$ cat config.mk
export PLATFORM = sky130hd
export DESIGN_NAME = sm_prog_loader_flat
export DESIGN_NICKNAME = d
export VERILOG_FILES = /design/src/rtl/sm_prog_loader_if.sv /design/src/rtl/sm_prog_loader.sv /design/src/flat_wrapper.sv
export SDC_FILE = /design/constraint.sdc
export NUM_CORES = 1
export LEC_CHECK = 0
export CAP_MARGIN = 20
export CORE_AREA = 2 2 114 116
export CTS_CLUSTER_DIAMETER = 200
export DETAILED_ROUTE_END_ITERATION = 12
export DIE_AREA = 0 0 116 118
export HOLD_SLACK_MARGIN = 0.1
export PLACE_DENSITY = 0.73
export SYNTH_ARGS = -nofsm -noshare
export SYNTH_HDL_FRONTEND = slang
export SYNTH_SLANG_ARGS = --single-unit
$ cat constraint.sdc
create_clock -name clk -period 2.4 [get_ports clk]
set_input_delay 0.48 -clock clk [delete_from_list [all_inputs] [get_ports clk]]
set_output_delay 0.48 -clock clk [all_outputs]
set_load 0.01 [all_outputs]
$ cat src/rtl/sm_prog_loader_if.sv
// Stream-in / ROM-write-out signal bundle for sm_prog_loader.
// The loader connects to the slave modport. The byte source and ROM side connect to the master modport.
interface sm_prog_loader_if;
  logic        start;
  logic [7:0]  in_data;
  logic        in_valid;
  logic        in_ready;
  logic        rom_wr;
  logic [31:0] rom_a;
  logic [31:0] rom_data;
  logic        cpu_rst;
  logic        busy;
  logic        done;
  logic        err;

  modport master (
    output start, in_data, in_valid,
    input  in_ready, rom_wr, rom_a, rom_data, cpu_rst, busy, done, err
  );

  modport slave (
    input  start, in_data, in_valid,
    output in_ready, rom_wr, rom_a, rom_data, cpu_rst, busy, done, err
  );
endinterface

$ cat src/rtl/sm_prog_loader.sv
// Length-prefixed byte-stream loader that writes little-endian 32-bit words into an instruction ROM.
// Define SM_PROG_LOADER_CSUM_EN to require a trailing XOR checksum byte.
module sm_prog_loader #(
  parameter int SIZE    = 64,
  parameter int TIMEOUT = 0
) (
  input logic             clk,
  input logic             rst,
  sm_prog_loader_if.slave bus
);

  typedef enum logic [2:0] {
    ST_IDLE   = 3'd0,
    ST_CNT_LO = 3'd1,
    ST_CNT_HI = 3'd2,
    ST_DATA   = 3'd3,
`ifdef SM_PROG_LOADER_CSUM_EN
    ST_CSUM   = 3'd4,
`endif
    ST_DONE   = 3'd5,
    ST_ERR    = 3'd6
  } state_t;

`ifdef SM_PROG_LOADER_CSUM_EN
  localparam state_t ST_FINISH = ST_CSUM;
`else
  localparam state_t ST_FINISH = ST_DONE;
`endif

  localparam int TMO_W = (TIMEOUT > 2) ? $clog2(TIMEOUT) : 1;

  function automatic logic is_loading(input state_t s);
    logic r;
    case (s)
      ST_CNT_LO, ST_CNT_HI, ST_DATA: r = 1'b1;
`ifdef SM_PROG_LOADER_CSUM_EN
      ST_CSUM:                       r = 1'b1;
`endif
      default:                       r = 1'b0;
    endcase
    return r;
  endfunction

  state_t             state_r, state_nx;
  logic [15:0]        count_r, count_nx;
  logic [15:0]        word_idx_r, word_idx_nx;
  logic [1:0]         byte_idx_r, byte_idx_nx;
  logic [23:0]        word_r, word_nx;
  logic [TMO_W-1:0]   tmo_r, tmo_nx;
  logic               in_ready_r, in_ready_nx;
  logic               rom_wr_r, rom_wr_nx;
  logic [31:0]        rom_a_r, rom_a_nx;
  logic [31:0]        rom_data_r, rom_data_nx;
  logic               cpu_rst_r, cpu_rst_nx;
  logic               busy_r, busy_nx;
  logic               done_r, done_nx;
  logic               err_r, err_nx;
  logic               xfer_s;
  logic               tmo_hit_s;
  logic [15:0]        cnt_full_s;
`ifdef SM_PROG_LOADER_CSUM_EN
  logic [7:0]         csum_r, csum_nx;
`endif

  // Next-state, datapath and registered-output values
  always_comb begin
    state_nx    = state_r;
    count_nx    = count_r;
    word_idx_nx = word_idx_r;
    byte_idx_nx = byte_idx_r;
    word_nx     = word_r;
    tmo_nx      = tmo_r;
    rom_wr_nx   = 1'b0;
    rom_data_nx = rom_data_r;
    rom_a_nx    = rom_wr_r ? (rom_a_r + 32'd1) : rom_a_r;
`ifdef SM_PROG_LOADER_CSUM_EN
    csum_nx     = csum_r;
`endif
    xfer_s      = bus.in_valid & in_ready_r;
    tmo_hit_s   = (TIMEOUT > 0) && (32'(tmo_r) == (32'(TIMEOUT) - 32'd1));
    cnt_full_s  = {bus.in_data, count_r[7:0]};

    case (state_r)
      ST_IDLE, ST_DONE, ST_ERR: begin
        if (bus.start) begin
          state_nx    = ST_CNT_LO;
          count_nx    = 16'd0;
          word_idx_nx = 16'd0;
          byte_idx_nx = 2'd0;
          word_nx     = 24'd0;
          rom_a_nx    = 32'd0;
`ifdef SM_PROG_LOADER_CSUM_EN
          csum_nx     = 8'd0;
`endif
        end else begin
          state_nx = state_r;
        end
      end
      ST_CNT_LO: begin
        if (xfer_s) begin
          count_nx[7:0] = bus.in_data;
          state_nx      = ST_CNT_HI;
        end else begin
          state_nx = state_r;
        end
      end
      ST_CNT_HI: begin
        if (xfer_s) begin
          count_nx = cnt_full_s;
          if ({16'd0, cnt_full_s} > 32'(SIZE)) begin
            state_nx = ST_ERR;
          end else if (cnt_full_s == 16'd0) begin
            state_nx = ST_FINISH;
          end else begin
            state_nx = ST_DATA;
          end
        end else begin
          state_nx = state_r;
        end
      end
      ST_DATA: begin
        if (xfer_s) begin
          byte_idx_nx = byte_idx_r + 2'd1;
`ifdef SM_PROG_LOADER_CSUM_EN
          csum_nx     = csum_r ^ bus.in_data;
`endif
          if (byte_idx_r == 2'd3) begin
            // Fourth byte completes the word; the strobe and the final state change share an edge
            rom_wr_nx   = 1'b1;
            rom_data_nx = {bus.in_data, word_r};
            word_idx_nx = word_idx_r + 16'd1;
            if ((word_idx_r + 16'd1) == count_r) begin
              state_nx = ST_FINISH;
            end else begin
              state_nx = state_r;
            end
          end else begin
            word_nx[{byte_idx_r, 3'b000} +: 8] = bus.in_data;
          end
        end else begin
          state_nx = state_r;
        end
      end
`ifdef SM_PROG_LOADER_CSUM_EN
      ST_CSUM: begin
        if (xfer_s) begin
          state_nx = (bus.in_data == csum_r) ? ST_DONE : ST_ERR;
        end else begin
          state_nx = state_r;
        end
      end
`endif
      default: begin
        state_nx = ST_IDLE;
      end
    endcase

    if (is_loading(state_r)) begin
      if (xfer_s) begin
        tmo_nx = '0;
      end else if (tmo_hit_s) begin
        tmo_nx   = '0;
        state_nx = ST_ERR;
      end else begin
        tmo_nx = tmo_r + TMO_W'(1);
      end
    end else begin
      tmo_nx = '0;
    end

    in_ready_nx = is_loading(state_nx);
    busy_nx     = is_loading(state_nx);
    done_nx     = (state_nx == ST_DONE);
    err_nx      = (state_nx == ST_ERR);
    cpu_rst_nx  = (state_nx != ST_DONE);
  end

  // FSM state register
  always_ff @(posedge clk) begin
    if (rst) begin
      state_r <= ST_IDLE;
    end else begin
      state_r <= state_nx;
    end
  end

  // Datapath and output registers
  always_ff @(posedge clk) begin
    if (rst) begin
      count_r    <= 16'd0;
      word_idx_r <= 16'd0;
      byte_idx_r <= 2'd0;
      word_r     <= 24'd0;
      tmo_r      <= '0;
      in_ready_r <= 1'b0;
      rom_wr_r   <= 1'b0;
      rom_a_r    <= 32'd0;
      rom_data_r <= 32'd0;
      cpu_rst_r  <= 1'b1;
      busy_r     <= 1'b0;
      done_r     <= 1'b0;
      err_r      <= 1'b0;
`ifdef SM_PROG_LOADER_CSUM_EN
      csum_r     <= 8'd0;
`endif
    end else begin
      count_r    <= count_nx;
      word_idx_r <= word_idx_nx;
      byte_idx_r <= byte_idx_nx;
      word_r     <= word_nx;
      tmo_r      <= tmo_nx;
      in_ready_r <= in_ready_nx;
      rom_wr_r   <= rom_wr_nx;
      rom_a_r    <= rom_a_nx;
      rom_data_r <= rom_data_nx;
      cpu_rst_r  <= cpu_rst_nx;
      busy_r     <= busy_nx;
      done_r     <= done_nx;
      err_r      <= err_nx;
`ifdef SM_PROG_LOADER_CSUM_EN
      csum_r     <= csum_nx;
`endif
    end
  end

  assign bus.in_ready = in_ready_r;
  assign bus.rom_wr   = rom_wr_r;
  assign bus.rom_a    = rom_a_r;
  assign bus.rom_data = rom_data_r;
  assign bus.cpu_rst  = cpu_rst_r;
  assign bus.busy     = busy_r;
  assign bus.done     = done_r;
  assign bus.err      = err_r;

endmodule
$ cat src/flat_wrapper.sv
// flat-port wrapper written by rule: the top's interface ports become plain ports
module sm_prog_loader_flat 
#(
  parameter int SIZE    = 64,
  parameter int TIMEOUT = 0
)
  (clk, rst, bus_start, bus_in_data, bus_in_valid, bus_in_ready, bus_rom_wr, bus_rom_a, bus_rom_data, bus_cpu_rst, bus_busy, bus_done, bus_err);
  sm_prog_loader_if bus_i ();
  input logic clk;
  input logic rst;
  input wire logic [$bits(bus_i.start)-1:0] bus_start;
  input wire logic [$bits(bus_i.in_data)-1:0] bus_in_data;
  input wire logic [$bits(bus_i.in_valid)-1:0] bus_in_valid;
  output wire logic [$bits(bus_i.in_ready)-1:0] bus_in_ready;
  output wire logic [$bits(bus_i.rom_wr)-1:0] bus_rom_wr;
  output wire logic [$bits(bus_i.rom_a)-1:0] bus_rom_a;
  output wire logic [$bits(bus_i.rom_data)-1:0] bus_rom_data;
  output wire logic [$bits(bus_i.cpu_rst)-1:0] bus_cpu_rst;
  output wire logic [$bits(bus_i.busy)-1:0] bus_busy;
  output wire logic [$bits(bus_i.done)-1:0] bus_done;
  output wire logic [$bits(bus_i.err)-1:0] bus_err;
  assign bus_i.start = bus_start;
  assign bus_i.in_data = bus_in_data;
  assign bus_i.in_valid = bus_in_valid;
  assign bus_in_ready = bus_i.in_ready;
  assign bus_rom_wr = bus_i.rom_wr;
  assign bus_rom_a = bus_i.rom_a;
  assign bus_rom_data = bus_i.rom_data;
  assign bus_cpu_rst = bus_i.cpu_rst;
  assign bus_busy = bus_i.busy;
  assign bus_done = bus_i.done;
  assign bus_err = bus_i.err;
  sm_prog_loader #(.SIZE(SIZE), .TIMEOUT(TIMEOUT)) u_core (.clk(clk), .rst(rst), .bus(bus_i));
endmodule
* Word-level counts from Yosys, hierarchy flattened
Index checks and enable logic that the tools add are counted.
** Word-level totals
- Word-level logic and storage cells :: 87
- Register bits :: 130
- Bits of input ports :: 12
- Output and inout port bits :: 70
** Operators by class
- Bitwise logic cells :: 4
- Add/sub/neg operators :: 4
- Eq/ne operators :: 19
- Shifts and indexed selects :: 2
- Reduce and logical (&&, ||, !) cells :: 14
- Muxes and demuxes :: 30
- Order comparisons :: 1
** Operators by type and width (count)
- $mux W32 :: 3
- $mux W24 :: 3
- $mux W16 :: 4
- $pmux W24 S2 :: 1
- $add A32 B1 Y32 const B :: 1
- $pmux W16 S2 :: 1
- $bwmux W24 :: 1
- $mux W3 :: 8
- $pmux W8 S3 :: 1
- $shift A8 B7 Y24 const A :: 1
- $shiftx A8 B7 Y24 :: 1
- $add A16 B1 Y16 const B :: 1
- $eq A16 B16 Y1 :: 1
- $gt A16 B7 Y1 const B :: 1
- $logic_not A16 Y1 :: 1
- $pmux W8 S2 :: 1
- $eq A3 B2 Y1 const B :: 4
- $eq A3 B3 Y1 const B :: 4
- $pmux W3 S4 :: 1
- $reduce_and A4 Y1 :: 3
- $reduce_and A3 Y1 :: 3
- $reduce_or A3 Y1 :: 3
- $mux W8 :: 1
- $ne A2 B1 Y1 const B :: 4
- 13 further kinds :: 21

* Depth between registers and ports, before layout
- Depth in word-level cells :: 9
- Gate-level depth with buffers :: 10
- Depth with buffers taken out :: 7

* Worst setup path after synthesis
OpenSTA, ideal clock, no wires.
- Path type :: reg-to-reg
- Start :: reg u_core.word_idx_r[1]
- End :: reg u_core.cpu_rst_r (netlist: u_core.bus.cpu_rst)
- Arrival time :: 2.078 ns
- Stages on the path, launching flop included :: 9
- Path buffers :: 1
- Required time :: 2.270 ns
- Slack :: 0.192 ns
- Setup time :: 0.130 ns
- Period minus slack after synthesis :: 2.208 ns
- Path through :: dfxtp_1 ha_1 and3_1 buf_2 nand3_2 o221a_2 a311o_1 nor4b_4 o21ai_0
** Between the ends
- Word-level cells in the longest chain between the ends :: 7
** RTL lines
- start: declaration :: RTL line sm_prog_loader.sv:46 : logic [15:0] word_idx_r, word_idx_nx;
- start signal: assignment :: RTL line sm_prog_loader.sv:208 : word_idx_r <= word_idx_nx;
- $add A16 B1 Y16 :: RTL line sm_prog_loader.sv:132 : if ((word_idx_r + 16'd1) == count_r) begin
- $eq A16 B16 Y1 :: RTL line sm_prog_loader.sv:132
- $mux W3 :: RTL line sm_prog_loader.sv:132
- $mux W3 :: RTL line sm_prog_loader.sv:127 : if (byte_idx_r == 2'd3) begin
- $mux W3 :: RTL line sm_prog_loader.sv:122 : if (xfer_s) begin
- $pmux W3 S4 :: RTL line sm_prog_loader.sv:83 : case (state_r)
- $ne A3 B3 Y1 :: RTL line sm_prog_loader.sv:175 : cpu_rst_nx = (state_nx != ST_DONE);
- end signal: assignment :: RTL line sm_prog_loader.sv:216 : cpu_rst_r <= cpu_rst_nx;
- end: declaration :: RTL line sm_prog_loader.sv:54 : logic cpu_rst_r, cpu_rst_nx;
No other way between the ends.
A chain may end at the register's enable or synchronous reset.

* Worst setup path in the final report
- Start :: reg u_core.word_idx_r[0]
- End :: reg u_core.cpu_rst_r (netlist: u_core.bus.cpu_rst)
Same word-level chain as after synthesis.

==> out/qor.yml <==
ys_ff_latch: 130
fp.dieW_um: 116
die_area_sq_um: 13700
r2r-start: "u_core.word_idx_r[0]"
grt_max_degree: 50
required_ns: 2.69
portBuffers: 81
ys_async_sr_fraction_pct: 0
clock_path_buffers: 2
fmax_mhz: 439
rows: 41
synth_edf_count: 0
cts_tree: "yes"
critPathLaunchType: "register"
fp.dieH_um: 118
ys_types: 57
setup.reg_to_reg.worst_slack_ns: 0.12
clkSlewWorstSetupHoldPaths_ns: 0.06
fin_nets: 864
p_clk_share_pct: 51.0
finalClockSkew_ns: 0.00777
netSwitchingFraction_pct: 23.1
ant_nets: 0
synthSimpleGateAreaFrac_pct: 28.8
slew_violations: 0
outcome: "complete, no violations"
area_delta_synth_final_pct: 30.5
setup-tns-final_ns: 0
p_int_w: 0.00386
arrival_ns: 2.56
clk_latency_ns: 0.42
cts_buffers: 17
antenna_found_initial: 0
period_needed_ns: 2.28
wl_per_cell_um: 15.2
final_common_cell: "nand2_1"
start_util_pct: 47.9
routed_wl_um: 15700
antenna_cells: 0
design_power_total_w: 0.00502
viasPerCell: 5.58
hold_violations: 0
core_sq_um: 12400
drive_above_1_share_pct: 11.6
grt.busiest_layer: "met2"
holdCritPathClass: "register to register"
ys_warn_count: 0
grt-ovfl-total: 0
met3_usage_pct: 5.87
drtPass1Iterations: 7
r2r-end: "u_core.bus.cpu_rst"
grt_pass1_wl_um: 26200
drc: 0
critPathMaxFanout: 5
n_fill_cell: 1104
grt.met2_usage_pct: 39.3
synth-xor-area-share_pct: 7.08
num_io_pins: 82
numClockSinks: 130
ir_drop_mv: 0.483
pwr-share-seq_pct: 43.5
synth-compound-area-share_pct: 15.0
vias: 5755
min-delay-start: "u_core.word_r[4]"
gp_congestion: 0.899
syn_area_sq_um: 5940
synthFlopType: "dfxtp_1"
critPathKind: "register to register"
clockRootBuffer: "clkbuf_16"
htree_levels: 4
hold_path_depth: 2
drv_cap: 0
syn_nets: 760
worstHoldEndpoint: "u_core.bus.rom_data[4]"
worstMarginPinSlew_ns: 0.697
track_usage_pct: 23.8
avgSynthCellArea_sq_um: 8.01
r2r_cells: 8
end_kind: "register"
grt_setup_unrepaired: "no"
relSlewSlack_pct: 53.4
yosysSeqAreaShare_pct: 43.8
drt_iter0_markers: 372
power_density_nw_per_um2: 648
synthAdderAreaFrac_pct: 1.26
synth_mux_area_share_pct: 0.168
gr-usage-met1_pct: 29.7
power.leakage_nw: 2.71
combPwrFrac_pct: 5.5
setup_viol: 0
grt_pass1_vias: 5536
p_sw_w: 0.00116
dp_hpwl_um: 11000
synth_cells: 742
synth_top_family_by_area: "simple AND/OR/NAND/NOR gates"
fin_crit_sh_pct: 94.8
layout_common_cells: "129 x nand2_1, 127 x dfxtp_1, 95 x a21oi_1"
hold_ws_ns: 0.451
==> metrics by stage <==
step / utilization [%] / setup WS [ns] / cells / cell area, sq um
floorplan: - / 0.192 / 742 / 5940
global placement: 57.3 / 0.0209 / 998 / 7120
detailed placement: 57.3 / -0.0122 / 998 / 7120
CTS: 62.2 / 0.0251 / 1031 / 7720
global route: 62.4 / 0.000943 / 1031 / 7750
finish: 62.4 / 0.124 / 1031 / 7750
==> cell families after synthesis <==
logic type / count (synthesis)
flip-flops: 130
XOR/XNOR: 48
buffers and inverters: 54
AND/OR/NAND/NOR: 347
adder cells (fa/ha/maj): 6
AO/OA/AOI/OAI: 156
multiplexers: 1
==> synth_stat cells, drive strengths merged (2+ instances only) <==
cell type / number / area, sq um
nor2b: 3 / 18.8
and3b: 2 / 17.5
o21ai: 29 / 145
a211o: 2 / 17.5
a21oi: 95 / 475
nor4: 11 / 68.8
o22ai: 2 / 12.5
and2: 3 / 18.8
a31oi: 2 / 12.5
or4: 3 / 26.3
nand2b: 13 / 81.3
clkbuf: 26 / 97.6
or3: 6 / 37.5
o22a: 3 / 26.3
nand3: 61 / 325
nand2: 129 / 484
nor4b: 2 / 38.8
dfxtp: 130 / 2600
and4: 3 / 26.3
ha: 6 / 75.1
and3: 12 / 76.3
nor2: 59 / 221
buf: 17 / 95.1
o211ai: 3 / 22.5
xnor2: 18 / 158
nor3b: 7 / 62.6
inv: 11 / 41.3
nor3: 7 / 35.0
o31ai: 4 / 30.0
nand3b: 5 / 37.5
nand4: 20 / 125
xor2: 30 / 263
o21a: 2 / 15.0
==> timing repair <==
item | in CTS | in global routing
gates resized for setup | 2 | 7
hold buffers | 0 | 0
buffers inserted | 1 | 0
setup endpoints to repair | 4 | 5
pin swaps | 1 | 1
==> flip-flops by register name (all words and copies together), names as in the netlist <==
| register | count |
|---|---|
| u_core.bus.done | 1 |
| u_core.bus.rom_a | 32 |
| u_core.bus.in_ready | 1 |
| u_core.state_r | 3 |
| u_core.bus.rom_wr | 1 |
| u_core.word_idx_r | 16 |
| u_core.bus.rom_data | 32 |
| u_core.bus.err | 1 |
| u_core.count_r | 16 |
| u_core.word_r | 24 |
| u_core.bus.cpu_rst | 1 |
| u_core.byte_idx_r | 2 |
==> per-layer routing <==
| layer | vias to the layer above | share of wire (%) |
|---|---|---|
| met5 | - | 0 |
| met4 | 0 | 2.2 |
| met3 | 36 | 5.9 |
| met2 | 204 | 49 |
| met1 | 2718 | 43 |
| li1 | 2797 | - |
==> power groups by stage <==
stage	sequential, W	combinational [W]	clock, W
2_1_floorplan	0.00222	0.000158	0
3_3_place_gp	0.00223	0.000266	0
3_5_place_dp	0.00223	0.000270	0
4_1_cts	0.00219	0.000271	0.00258
5_1_grt	0.00219	0.000298	0.00268
6_report	0.00219	0.000274	0.00256
==> worst max path at each step <==
| stage | start | end | slack [ns] | cells after the start |
|---|---|---|---|---|
| 6_report | u_core.word_idx_r[0] | u_core.bus.cpu_rst | 0.12 | 8 |
| 5_1_grt | u_core.word_idx_r[3] | u_core.bus.cpu_rst | 0.0009 | 7 |
| 4_1_cts | u_core.word_idx_r[1] | u_core.bus.cpu_rst | 0.03 | 8 |
| 3_5_place_dp | u_core.word_idx_r[7] | u_core.bus.cpu_rst | -0.01 | 7 |
| 3_3_place_gp | u_core.word_idx_r[7] | u_core.bus.cpu_rst | 0.02 | 7 |
| 2_1_floorplan | u_core.word_idx_r[1] | u_core.bus.cpu_rst | 0.19 | 8 |
==> critical path, cell delays in order, from the launching register on <==
cell and delay [ns]:
dfxtp_1 0.41, ha_4 0.19, and3_2 0.23, nand3_2 0.12, o221a_2 0.31, a311o_1 0.35
nor4b_4 0.27, buf_4 0.18, o21ai_0 0.08
==> final cells by class <==
cell class / instances / area (sq um) / area share (%)
Clock buffer: 21 / 460 / 5.94
Clock inverter: 11 / 128 / 1.65
Inverter: 11 / 41.3 / 0.533
Multi-Input combinational cell: 558 / 3140 / 40.5
Sequential cell: 130 / 2610 / 33.6
Tap cell: 172 / 215 / 2.78
Timing Repair Buffer: 128 / 1160 / 14.9
Power figures use the tool's default switching activity.
